**src/rtl/led_display_pkg.sv**
```systemverilog
// rtl/led_display_pkg.sv - shared constants, types and helpers for the LED display blocks
package led_display_pkg;

    localparam int NIBBLE_BITS = 4;

    // Segment bit order of the driver's segment bus (a = MSB, dp = LSB).
    localparam int SEG_A  = 7;
    localparam int SEG_B  = 6;
    localparam int SEG_C  = 5;
    localparam int SEG_D  = 4;
    localparam int SEG_E  = 3;
    localparam int SEG_F  = 2;
    localparam int SEG_G  = 1;
    localparam int SEG_DP = 0;

    typedef enum logic [1:0] {
        ST_IDLE  = 2'd0,
        ST_BLANK = 2'd1,
        ST_SHOW  = 2'd2
    } arb_state_t;

    // Milliseconds to clk cycles, never less than one cycle.
    function automatic int ms_to_cycles(input longint clk_rate_hz, input longint ms);
        longint cycles;
        cycles = (clk_rate_hz * ms) / 1000;
        return (cycles < 1) ? 1 : int'(cycles);
    endfunction

endpackage

```
**src/rtl/led_display_arbiter_if.sv**
```systemverilog
// rtl/led_display_arbiter_if.sv - requester and driver-side signals of the display arbiter
//
// master: requesters + display driver side (drives src_*, observes grant/display outputs)
// slave : the arbiter
interface led_display_arbiter_if
    import led_display_pkg::*;
#(
    parameter int NUM_SOURCES   = 4,
    parameter int WIDTH_NIBBLES = 6
);
    localparam int OWNER_W = $clog2(NUM_SOURCES);

    logic [NUM_SOURCES-1:0]                           src_req;
    logic [NUM_SOURCES*WIDTH_NIBBLES*NIBBLE_BITS-1:0] src_data;
    logic [NUM_SOURCES*WIDTH_NIBBLES-1:0]             src_digit_mask;
    logic [NUM_SOURCES*WIDTH_NIBBLES-1:0]             src_dp_mask;
    logic [NUM_SOURCES-1:0]                           src_grant;
    logic [WIDTH_NIBBLES*NIBBLE_BITS-1:0]             data;
    logic [WIDTH_NIBBLES-1:0]                         digit_enable_mask;
    logic [WIDTH_NIBBLES-1:0]                         decimal_point_enable_mask;
    logic [OWNER_W-1:0]                               owner_id;
    logic                                             busy;

    modport master (
        output src_req, src_data, src_digit_mask, src_dp_mask,
        input  src_grant, data, digit_enable_mask, decimal_point_enable_mask, owner_id, busy
    );

    modport slave (
        input  src_req, src_data, src_digit_mask, src_dp_mask,
        output src_grant, data, digit_enable_mask, decimal_point_enable_mask, owner_id, busy
    );

endinterface

```
**src/rtl/led_rr_pick.sv**
```systemverilog
// rtl/led_rr_pick.sv - combinational round-robin picker
//
// req     : request vector
// last    : index searched last; the search starts at last+1 and wraps
// exclude : when set, index 'last' itself is not eligible
// found   : some eligible request exists
// idx     : index of the first eligible request (0 when none)
module led_rr_pick #(
    parameter int N     = 4,
    parameter int IDX_W = $clog2(N)
) (
    input  logic [N-1:0]     req,
    input  logic [IDX_W-1:0] last,
    input  logic             exclude,
    output logic             found,
    output logic [IDX_W-1:0] idx
);

    always_comb begin
        found = 1'b0;
        idx   = '0;
        // k == N lands back on 'last'; that is the slot exclude removes.
        for (int k = 1; k <= N; k++) begin
            if (!found && req[(int'(last) + k) % N] && !(exclude && k == N)) begin
                found = 1'b1;
                idx   = IDX_W'((int'(last) + k) % N);
            end
        end
    end

endmodule

```
**src/rtl/led_display_arbiter.sv**
```systemverilog
// rtl/led_display_arbiter.sv - round-robin owner arbitration in front of one LED display driver
//
// clk     : system clock
// reset_n : asynchronous active-low reset
// bus     : slave side of led_display_arbiter_if (src_req/src_data/src masks in,
//           src_grant, data, digit/dp masks, owner_id, busy out; all outputs registered)
module led_display_arbiter
    import led_display_pkg::*;
#(
    parameter int CLK_RATE_HZ   = 390625,
    parameter int WIDTH_NIBBLES = 6,
    parameter int NUM_SOURCES   = 4,
    parameter int DWELL_MS      = 500,
    parameter int BLANK_CYCLES  = 64
) (
    input  logic                 clk,
    input  logic                 reset_n,
    led_display_arbiter_if.slave bus
);

    localparam int DWELL_CYCLES = ms_to_cycles(CLK_RATE_HZ, DWELL_MS);
    localparam int IDX_W        = $clog2(NUM_SOURCES);
    localparam int SLICE_W      = WIDTH_NIBBLES * NIBBLE_BITS;
    localparam int DWELL_W      = $clog2(DWELL_CYCLES + 1);
    localparam int BLANK_W      = $clog2(BLANK_CYCLES + 1);

    arb_state_t                 state;
    logic [IDX_W-1:0]           cand;
    logic [IDX_W-1:0]           last_owner;   // equals the owner while in SHOW
    logic [BLANK_W-1:0]         blank_cnt;
    logic [DWELL_W-1:0]         dwell_cnt;
    logic [DWELL_W-1:0]         dwell_next;
    logic [NUM_SOURCES-1:0]     grant_q;
    logic [SLICE_W-1:0]         data_q;
    logic [WIDTH_NIBBLES-1:0]   dmask_q;
    logic [WIDTH_NIBBLES-1:0]   dpmask_q;
    logic [IDX_W-1:0]           owner_q;
    logic                       busy_q;

    logic                       pick_found;
    logic [IDX_W-1:0]           pick_idx;
    logic [IDX_W-1:0]           sel;
    logic [SLICE_W-1:0]         sel_data;
    logic [WIDTH_NIBBLES-1:0]   sel_dmask;
    logic [WIDTH_NIBBLES-1:0]   sel_dpmask;

    // While showing, the owner may not re-pick itself: a preemption must hand
    // over to someone else, and on release its request is already low.
    led_rr_pick #(
        .N     (NUM_SOURCES),
        .IDX_W (IDX_W)
    ) u_pick (
        .req     (bus.src_req),
        .last    (last_owner),
        .exclude (state == ST_SHOW),
        .found   (pick_found),
        .idx     (pick_idx)
    );

    // On the SHOW entry edge the slice comes from cand, afterwards from the owner.
    assign sel        = (state == ST_SHOW) ? last_owner : cand;
    assign sel_data   = bus.src_data[sel*SLICE_W +: SLICE_W];
    assign sel_dmask  = bus.src_digit_mask[sel*WIDTH_NIBBLES +: WIDTH_NIBBLES];
    assign sel_dpmask = bus.src_dp_mask[sel*WIDTH_NIBBLES +: WIDTH_NIBBLES];

    // Dwell expiry is judged on the value the counter reaches at this edge, so
    // an owner holds the grant for exactly DWELL_CYCLES cycles before preemption.
    assign dwell_next = (dwell_cnt == DWELL_W'(DWELL_CYCLES)) ? dwell_cnt
                                                              : dwell_cnt + DWELL_W'(1);

    always_ff @(posedge clk or negedge reset_n) begin
        if (!reset_n) begin
            state      <= ST_IDLE;
            cand       <= '0;
            last_owner <= IDX_W'(NUM_SOURCES - 1);
            blank_cnt  <= '0;
            dwell_cnt  <= '0;
            grant_q    <= '0;
            data_q     <= '0;
            dmask_q    <= '0;
            dpmask_q   <= '0;
            owner_q    <= '0;
            busy_q     <= 1'b0;
        end else begin
            case (state)
                ST_IDLE: begin
                    if (pick_found) begin
                        state     <= ST_BLANK;
                        cand      <= pick_idx;
                        blank_cnt <= '0;
                        busy_q    <= 1'b1;
                    end
                end

                ST_BLANK: begin
                    if (!bus.src_req[cand]) begin
                        if (pick_found) begin
                            cand      <= pick_idx;
                            blank_cnt <= '0;
                        end else begin
                            state  <= ST_IDLE;
                            busy_q <= 1'b0;
                        end
                    end else if (blank_cnt == BLANK_W'(BLANK_CYCLES - 1)) begin
                        state      <= ST_SHOW;
                        last_owner <= cand;
                        owner_q    <= cand;
                        grant_q    <= NUM_SOURCES'(1) << cand;
                        dwell_cnt  <= '0;
                        data_q     <= sel_data;
                        dmask_q    <= sel_dmask;
                        dpmask_q   <= sel_dpmask;
                    end else begin
                        blank_cnt <= blank_cnt + BLANK_W'(1);
                    end
                end

                ST_SHOW: begin
                    if (!bus.src_req[last_owner] ||
                        (dwell_next == DWELL_W'(DWELL_CYCLES) && pick_found)) begin
                        // Release or preemption: both blank the display and drop the grant now.
                        grant_q  <= '0;
                        owner_q  <= '0;
                        data_q   <= '0;
                        dmask_q  <= '0;
                        dpmask_q <= '0;
                        if (pick_found) begin
                            state     <= ST_BLANK;
                            cand      <= pick_idx;
                            blank_cnt <= '0;
                        end else begin
                            state  <= ST_IDLE;
                            busy_q <= 1'b0;
                        end
                    end else begin
                        dwell_cnt <= dwell_next;
                        data_q    <= sel_data;
                        dmask_q   <= sel_dmask;
                        dpmask_q  <= sel_dpmask;
                    end
                end

                default: begin
                    state    <= ST_IDLE;
                    grant_q  <= '0;
                    owner_q  <= '0;
                    data_q   <= '0;
                    dmask_q  <= '0;
                    dpmask_q <= '0;
                    busy_q   <= 1'b0;
                end
            endcase
        end
    end

    assign bus.src_grant                 = grant_q;
    assign bus.data                      = data_q;
    assign bus.digit_enable_mask         = dmask_q;
    assign bus.decimal_point_enable_mask = dpmask_q;
    assign bus.owner_id                  = owner_q;
    assign bus.busy                      = busy_q;

endmodule

```
**src/flat_wrapper.sv**
```systemverilog
// flat-port wrapper written by rule: the top's interface ports become plain ports
module led_display_arbiter_flat import led_display_pkg::*;
#(
    parameter int CLK_RATE_HZ   = 390625,
    parameter int WIDTH_NIBBLES = 6,
    parameter int NUM_SOURCES   = 4,
    parameter int DWELL_MS      = 500,
    parameter int BLANK_CYCLES  = 64
)
  (clk, reset_n, bus_src_req, bus_src_data, bus_src_digit_mask, bus_src_dp_mask, bus_src_grant, bus_data, bus_digit_enable_mask, bus_decimal_point_enable_mask, bus_owner_id, bus_busy);
  led_display_arbiter_if #(.NUM_SOURCES(NUM_SOURCES), .WIDTH_NIBBLES(WIDTH_NIBBLES)) bus_i ();
  input  logic clk;
  input  logic reset_n;
  input wire logic [$bits(bus_i.src_req)-1:0] bus_src_req;
  input wire logic [$bits(bus_i.src_data)-1:0] bus_src_data;
  input wire logic [$bits(bus_i.src_digit_mask)-1:0] bus_src_digit_mask;
  input wire logic [$bits(bus_i.src_dp_mask)-1:0] bus_src_dp_mask;
  output wire logic [$bits(bus_i.src_grant)-1:0] bus_src_grant;
  output wire logic [$bits(bus_i.data)-1:0] bus_data;
  output wire logic [$bits(bus_i.digit_enable_mask)-1:0] bus_digit_enable_mask;
  output wire logic [$bits(bus_i.decimal_point_enable_mask)-1:0] bus_decimal_point_enable_mask;
  output wire logic [$bits(bus_i.owner_id)-1:0] bus_owner_id;
  output wire logic [$bits(bus_i.busy)-1:0] bus_busy;
  assign bus_i.src_req = bus_src_req;
  assign bus_i.src_data = bus_src_data;
  assign bus_i.src_digit_mask = bus_src_digit_mask;
  assign bus_i.src_dp_mask = bus_src_dp_mask;
  assign bus_src_grant = bus_i.src_grant;
  assign bus_data = bus_i.data;
  assign bus_digit_enable_mask = bus_i.digit_enable_mask;
  assign bus_decimal_point_enable_mask = bus_i.decimal_point_enable_mask;
  assign bus_owner_id = bus_i.owner_id;
  assign bus_busy = bus_i.busy;
  led_display_arbiter #(.CLK_RATE_HZ(CLK_RATE_HZ), .WIDTH_NIBBLES(WIDTH_NIBBLES), .NUM_SOURCES(NUM_SOURCES), .DWELL_MS(DWELL_MS), .BLANK_CYCLES(BLANK_CYCLES)) u_core (.clk(clk), .reset_n(reset_n), .bus(bus_i));
endmodule
```
**config.mk**
```make
export PLATFORM = sky130hd
export DESIGN_NAME = led_display_arbiter_flat
export DESIGN_NICKNAME = d
export VERILOG_FILES = /design/src/rtl/led_display_pkg.sv /design/src/rtl/led_display_arbiter_if.sv /design/src/rtl/led_rr_pick.sv /design/src/rtl/led_display_arbiter.sv /design/src/flat_wrapper.sv
export SDC_FILE = /design/constraint.sdc
export NUM_CORES = 1
export LEC_CHECK = 0
export CAP_MARGIN = 20
export CELL_PAD_IN_SITES_DETAIL_PLACEMENT = 0
export CELL_PAD_IN_SITES_GLOBAL_PLACEMENT = 2
export CORE_AREA = 10 10 161 118
export CTS_CLUSTER_DIAMETER = 120
export CTS_CLUSTER_SIZE = 28
export DETAILED_ROUTE_END_ITERATION = 10
export DIE_AREA = 0 0 171 128
export DONT_BUFFER_PORTS = 1
export PLACE_DENSITY_LB_ADDON = 0.1
export REMOVE_ABC_BUFFERS = 1
export SYNTH_ARGS = -nofsm -noshare
export SYNTH_HDL_FRONTEND = slang
export SYNTH_HIERARCHICAL = 1
export SYNTH_SLANG_ARGS = --single-unit
```
**constraint.sdc**
```tcl
create_clock -name clk -period 3.37 [get_ports clk]
set_input_delay 0.337 -clock clk [delete_from_list [all_inputs] [get_ports clk]]
set_output_delay 0.337 -clock clk [all_outputs]
set_load 0.02 [all_outputs]
```
---- Word level (Yosys, flattened, before mapping) ----
Cells that the tools add are included.
storage, ports and cells
  register bits after elaboration ......... 74
  latch bits .............................. 0
  bits in writable memories ............... 0
  memory bits (read-only) ................. 0
  input bits .............................. 150
  logic and storage cells ................. 145
  memories ................................ 0
operators by class
  $add $sub $neg .......................... 6
  $mul .................................... 2
  divide/modulo/power cells ............... 0
  order comparisons ....................... 6
  eq/ne operators ......................... 14
  shifts and indexed selects .............. 4
  mux-type cells .......................... 71
  bitwise logic cells ..................... 5
  reduce and logical (&&, ||, !) cells .... 26
operators by type and width
  cell                                                        number
  indexed part select 96 x 8 -> 24 bit                        1
  two-way mux 18 bit                                          4
  two-way mux 24 bit                                          3
  case mux 24 bit (3 select lines)                            1
  indexed part select 24 x 6 -> 6 bit                         2
  equality test 18 bit, second input constant                 2
  two-way mux 6 bit                                           6
  case mux 18 bit (2 select lines)                            1
  case mux 6 bit (3 select lines)                             2
  two-way mux 2 bit                                           16
  two-way mux 7 bit                                           4
  case mux 7 bit (3 select lines)                             1
  two-way mux 1 bit                                           19
  adder 18 x 1 -> 18 bit, second input constant               1
  case mux 2 bit (3 select lines)                             3
  less-than comparator 3 x 4 -> 1 bit, second input constant  4
  AND reduction 3 bit                                         5
  binary-select mux 1 bit (select 2 bit)                      6
  two-way mux 4 bit                                           3
  case mux 4 bit (3 select lines)                             1
  AND reduction 4 bit                                         3
  inequality test 3 bit, second input constant                3
  multiplier 2 x 2 -> 4 bit, second input constant            2
  inequality test 2 x 1 -> 1 bit, second input constant       4
  19 further kinds                                            37

---- Longest topological paths before layout ----
  depth in word-level cells ............... 21
  mapped depth ............................ 13
  depth with buffers taken out ............ 11

---- Cells and area by module ----
Netlist, hierarchy kept.
modules (own cells, without submodules)
  module               instances  cells an instance  area each (sq um)  sequential area each (sq um)
  led_display_arbiter  1          406                4662.0             1854.3
  led_rr_pick          1          28                 187.7              0.0

---- Worst setup path before layout ----
No wires, ideal clock.
  path type ............................... reg-to-reg
  start point ............................. reg u_core.state[0]
  end point ............................... reg u_core.data_q[0], in the netlist u_core/bus.data[0]
  library setup time ...................... 0.121 ns
  data arrival time ....................... 2.964 ns
  path slack .............................. 0.285 ns
  cell stages (with the launch flop) ...... 8
  buffers on the path ..................... 2
  period minus slack after synthesis ...... 3.085 ns
  cells stage by stage .................... dfrtp_1 > inv_1 > ha_1 > clkbuf_1 > mux2i_1 > clkbuf_1 > mux4_2 > a22o_1
on the way
  longest elaborated chain between the ends .. 8
  elaborated cells between the ends (all ways) .. 19
ends and longest elaborated chain
  element                                                                            line                        text
  from (decl)                                                                        led_display_arbiter.sv:27   arb_state_t state;
  from (signal assigned)                                                             led_display_arbiter.sv:73   state <= ST_IDLE;
  from (signal assigned)                                                             led_display_arbiter.sv:88   state <= ST_BLANK;
  from (signal assigned)                                                             led_display_arbiter.sv:101  state <= ST_IDLE;
  parallel branches: the longest is 8 deep, another holds multiplier 2 x 2 -> 4 bit  -
  to (signal assigned)                                                               led_display_arbiter.sv:110  data_q <= sel_data;
  to (signal assigned)                                                               led_display_arbiter.sv:137  data_q <= sel_data;
  to (decl)                                                                          led_display_arbiter.sv:34   logic [SLICE_W-1:0] data_q;
Several ways; the timed one is not identified. The select of a mux whose other input is x is not followed.
A chain may end at the register's enable or synchronous reset.

---- Worst setup path after layout ----
  start point ............................. reg u_core.state[0]
  end point ............................... reg u_core.cand[1]
on the way
  longest elaborated chain between the ends .. 8
  elaborated cells between the ends (all ways) .. 17
ends and longest elaborated chain
  element                                   line                        text
  equality test 2 bit (*)                   led_display_arbiter.sv:55   .exclude (state == ST_SHOW),
  logical NOT 1 bit (*)                     led_rr_pick.sv:24           if (!found && req[(int'(last) + k) % N] && !(exclude && k == N)) begin
  logical AND 1 bit (*)                     led_rr_pick.sv:24
  two-way mux 1 bit (*)                     led_rr_pick.sv:24
  via u_core.pick_found                     led_display_arbiter.sv:40   logic pick_found;
  logical AND 1 bit                         led_display_arbiter.sv:120  (dwell_next == DWELL_W'(DWELL_CYCLES) && pick_found)) begin
  logical OR 1 bit                          led_display_arbiter.sv:119  if (!bus.src_req[last_owner] ||
  inequality test 2 x 1 -> 1 bit (no line)  -
  AND reduction 3 bit (no line)             -
  to (signal assigned)                      led_display_arbiter.sv:89   cand <= pick_idx;
  to (signal assigned)                      led_display_arbiter.sv:98   cand <= pick_idx;
  to (signal assigned)                      led_display_arbiter.sv:129  cand <= pick_idx;
  to (decl)                                 led_display_arbiter.sv:28   logic [IDX_W-1:0] cand;
Mark *: on every way through the listed nets, which the timed path passes. The rest lies on a longest branch. The select of a mux whose other input is x is not followed.

==> impl_metrics.toml <==
[run_status]
outcome = "finished clean"

[drt]
postRouteAntennaNets = 0
drt_pass1_iterations = 5
vias = 3706
first_iter_violations = 219
drc_errors = 0
avgRoutedWirePerCell_um = 24.7
drt-total-wl_um = 15900
vias_per_cell = 5.74

[worst_setup_path]
crit_end = "u_core/cand[1]"
crit_top_cell = "inv_1"
crit_chain = "inv_1, ha_1, a21oi_1, o21ai_1, nand2_1, inv_1, a2111oi_0, nand4_1, o21a_2, or4_4, mux2_4"
max_stage_delay_ns = 0.51
worstPathMaxFanout = 6
endpoint_kind = "register"
path_depth = 11
crit_path_start_kind = "register"
crit_family = "compound AO/OA/AOI/OAI gates"
rrSetupSlack_ns = 0.22
cp.arrival_ns = 3.37
crit_start = "u_core/state[0]"
cp_slowest_cell = "or4_4"
worstSetupPathType = "register to register"
cp_num_buf_inv = 2
crit_required_ns = 3.59
r2r-end = "u_core/cand[1]"
r2r.worst_path.cells = 11
r2r-start = "u_core/state[0]"

[floorplanning]
core.rowCount = 39
coreArea_um2 = 16000
dieWidth_um = 171
chipHeight_um = 128
io_pins = 193
dieArea_um2 = 21900
initial_core_util_pct = 30.3

[place]
placed_area_um2 = 5150
placedCellCount = 625
dp_hpwl_um = 12100
gp_congestion = 0.847
io_buffer_count = 0

[global_route]
grt_use_total_pct = 13.9
grt_pass1_vias = 3804
grt_max_degree = 75
grt.overflow.total = 0
antenna_found_initial = 0
grt_pass1_wl_um = 23800

[synthesis]
syn_area_um2 = 4850
ys_seq_area_share_pct = 38.2
synth_edf_count = 0
synthArstFlopShare_pct = 100
ys_seq_elements = 74
syn_area_per_cell_um2 = 11.2
synth-main-ff-cell = "dfrtp_1"
synth_cell_types = 65
ys_warn_count = 6
synth_cells = 434

[power_and_ir_drop]
p_int_mw = 2.75
powerDensity_nw_per_um2 = 818
p_clk_share_pct = 24.6
ir_drop_v = 0.000486
leakage_nw = 2.26
combPwrFrac_pct = 41.6
p_sw_mw = 1.80
p_sw_share_pct = 39.5
p_seq_share_pct = 33.9

[final_layout]
final_area_um2 = 5570
drive_gt1_share_pct = 23.4
fillers = 1614
area_delta_synth_final_pct = 14.8
finalNetCount = 593
antenna_cells = 0
final_cells = 646

[cts]
numCtsBuffers = 9
clock_latency_ns = 0.34
clk_pin_slew_ns = 0.06
cts_buffer_depth = 2
cts_tree = "built"
htree_levels = 3
cts-root-buf = "clkbuf_16"
cts.sinks = 74

[timing]
max_slew_margin_pct = 39.1
setup_viol = 0
rsz0062_at_grt = "false"
tightestPinTransition_ns = 0.913
whs_ns = 0.346
period_share_pct = 93.4
hold_viol_final = 0
max_freq_mhz = 318
fin_crit_ns = 3.15
drv_slew = 0
tns_ns = 0
clock_skew_ns = 0.00621

[worst_hold_path]
hp-class = "input pin to register"

[flow_run]
maxCapViolations = 0
registers in the layout (all words and copies together) (netlist names):
register	flops
u_core/blank_cnt	7
u_core/bus.owner_id	2
u_core/cand	2
u_core/last_owner	2
u_core/bus.src_grant	4
u_core/bus.decimal_point_enable_mask	6
u_core/bus.busy	1
u_core/state	2
u_core/dwell_cnt	18
u_core/bus.data	24
u_core/bus.digit_enable_mask	6
cell type report:
class                      instances  area, um2  share of cell area [%]
multi-input combinational        313       2820                    50.7
sequential                        74       1850                    33.3
tap                              205        256                    4.61
timing repair buffer              26        243                    4.36
clock buffer                      10        229                    4.11
clock inverter                     6        115                    2.07
inverter                          12       45.0                   0.809
power groups by stage:
stage	clock, mW	sequential [mW]	combinational, mW
finish	1.12	1.54	1.89
global route	1.21	1.58	2.06
CTS	1.16	1.55	1.90
detailed placement	0	1.57	1.87
global placement	0	1.57	1.88
floorplan	0	1.46	1.43
cells by family after synthesis:
family	synth area share [%]
compound gates	18.1
xor+xnor	0.722
fa+ha+maj	1.81
buf+inv	4.31
flops	38.2
mux	21.1
simple gates	15.7
cell usage after synthesis, types with 3 or more instances:
library cell	instances	share of area (%)
nor2b_1	3	0.39
mux2_2	5	1.2
o41ai_1	4	0.72
o22a_1	3	0.54
nand4_1	8	1.0
nor3b_1	3	0.46
and3_1	8	1.0
o22ai_1	3	0.39
mux4_2	38	18
nand2b_1	7	0.90
o31ai_1	4	0.62
a21oi_1	10	1.0
nand3_1	18	1.9
dfrtp_1	72	37
inv_1	11	0.85
o21ai_1	4	0.41
buf_2	14	1.4
a31oi_1	4	0.52
o21a_1	3	0.46
xnor2_1	4	0.72
ha_1	7	1.8
o21ai_0	17	1.8
o2bb2ai_1	4	0.72
nor3_1	9	0.93
nor4_1	4	0.52
or4_1	3	0.46
nand2_1	35	2.7
nor4_4	3	1.3
a22o_1	37	6.7
o211ai_1	4	0.62
nor2_1	16	1.2
clkbuf_1	17	1.3
mux2i_1	7	1.4
through the flow:
step | utilization, % | total power, mW | setup slack, ns
after detailed placement | 32.2 | 3.44 | 0.116
after global routing | 34.8 | 4.84 | 0.0602
after global placement | 32.2 | 3.45 | 0.188
final | 34.8 | 4.55 | 0.222
after floorplan | - | 2.89 | -1.83
after CTS | 34.6 | 4.62 | 0.0980
layer usage:
| layer | wire [um] | global-route usage (%) | part of all wire [%] | up-vias |
|---|---|---|---|---|
| li1 | - | - | - | 1717 |
| met1 | 6640 | 17.5 | 42 | 1858 |
| met2 | 7680 | 22.0 | 48 | 122 |
| met3 | 1480 | 5.42 | 9.3 | 9 |
| met4 | 135 | 3.01 | 0.85 | 0 |
| met5 | 0 | 0 | 0 | - |
what timing repair did:
item,CTS,global route
endpoints found under the hold margin,74,0
buffers inserted,0,3
resized for setup,0,3
endpoints found under the setup margin,0,17
hold buffers,2,0
placed cells by master (no fill, tap or decap), drive strengths merged, types with 3 or more instances in the layout:
| cell type | count |
|---|---|
| a21oi | 10 |
| mux2i | 7 |
| nand4 | 9 |
| or4 | 5 |
| nor3b | 3 |
| a21boi | 3 |
| ha | 7 |
| o41ai | 4 |
| nor3 | 9 |
| inv | 11 |
| o22ai | 3 |
| dfrtp | 72 |
| and3 | 8 |
| o211ai | 5 |
| o21a | 3 |
| clkinv | 3 |
| nand2 | 35 |
| buf | 25 |
| nand3 | 20 |
| o22a | 3 |
| bufinv | 3 |
| a31oi | 4 |
| nor4 | 7 |
| xnor2 | 4 |
| o31ai | 4 |
| nand2b | 7 |
| nor2b | 4 |
| and2 | 3 |
| mux4 | 38 |
| nor2 | 16 |
| mux2 | 8 |
| clkbuf | 10 |
| o21ai | 21 |
| o2bb2ai | 4 |
| a22o | 37 |
worst min path at each step:
stage                                      start                              end  depth (start not counted)
after detailed placement                 reset_n                  u_core/bus.busy                          0
final                     bus_src_digit_mask[23]  u_core/bus.digit_enable_mask[5]                          2
after global routing      bus_src_digit_mask[23]  u_core/bus.digit_enable_mask[5]                          2
after CTS                 bus_src_digit_mask[23]  u_core/bus.digit_enable_mask[5]                          2
after floorplan                          reset_n              u_core/blank_cnt[0]                          0
after global placement                   reset_n                  u_core/bus.busy                          0
Note: power is estimated with default switching activity, not from simulation.
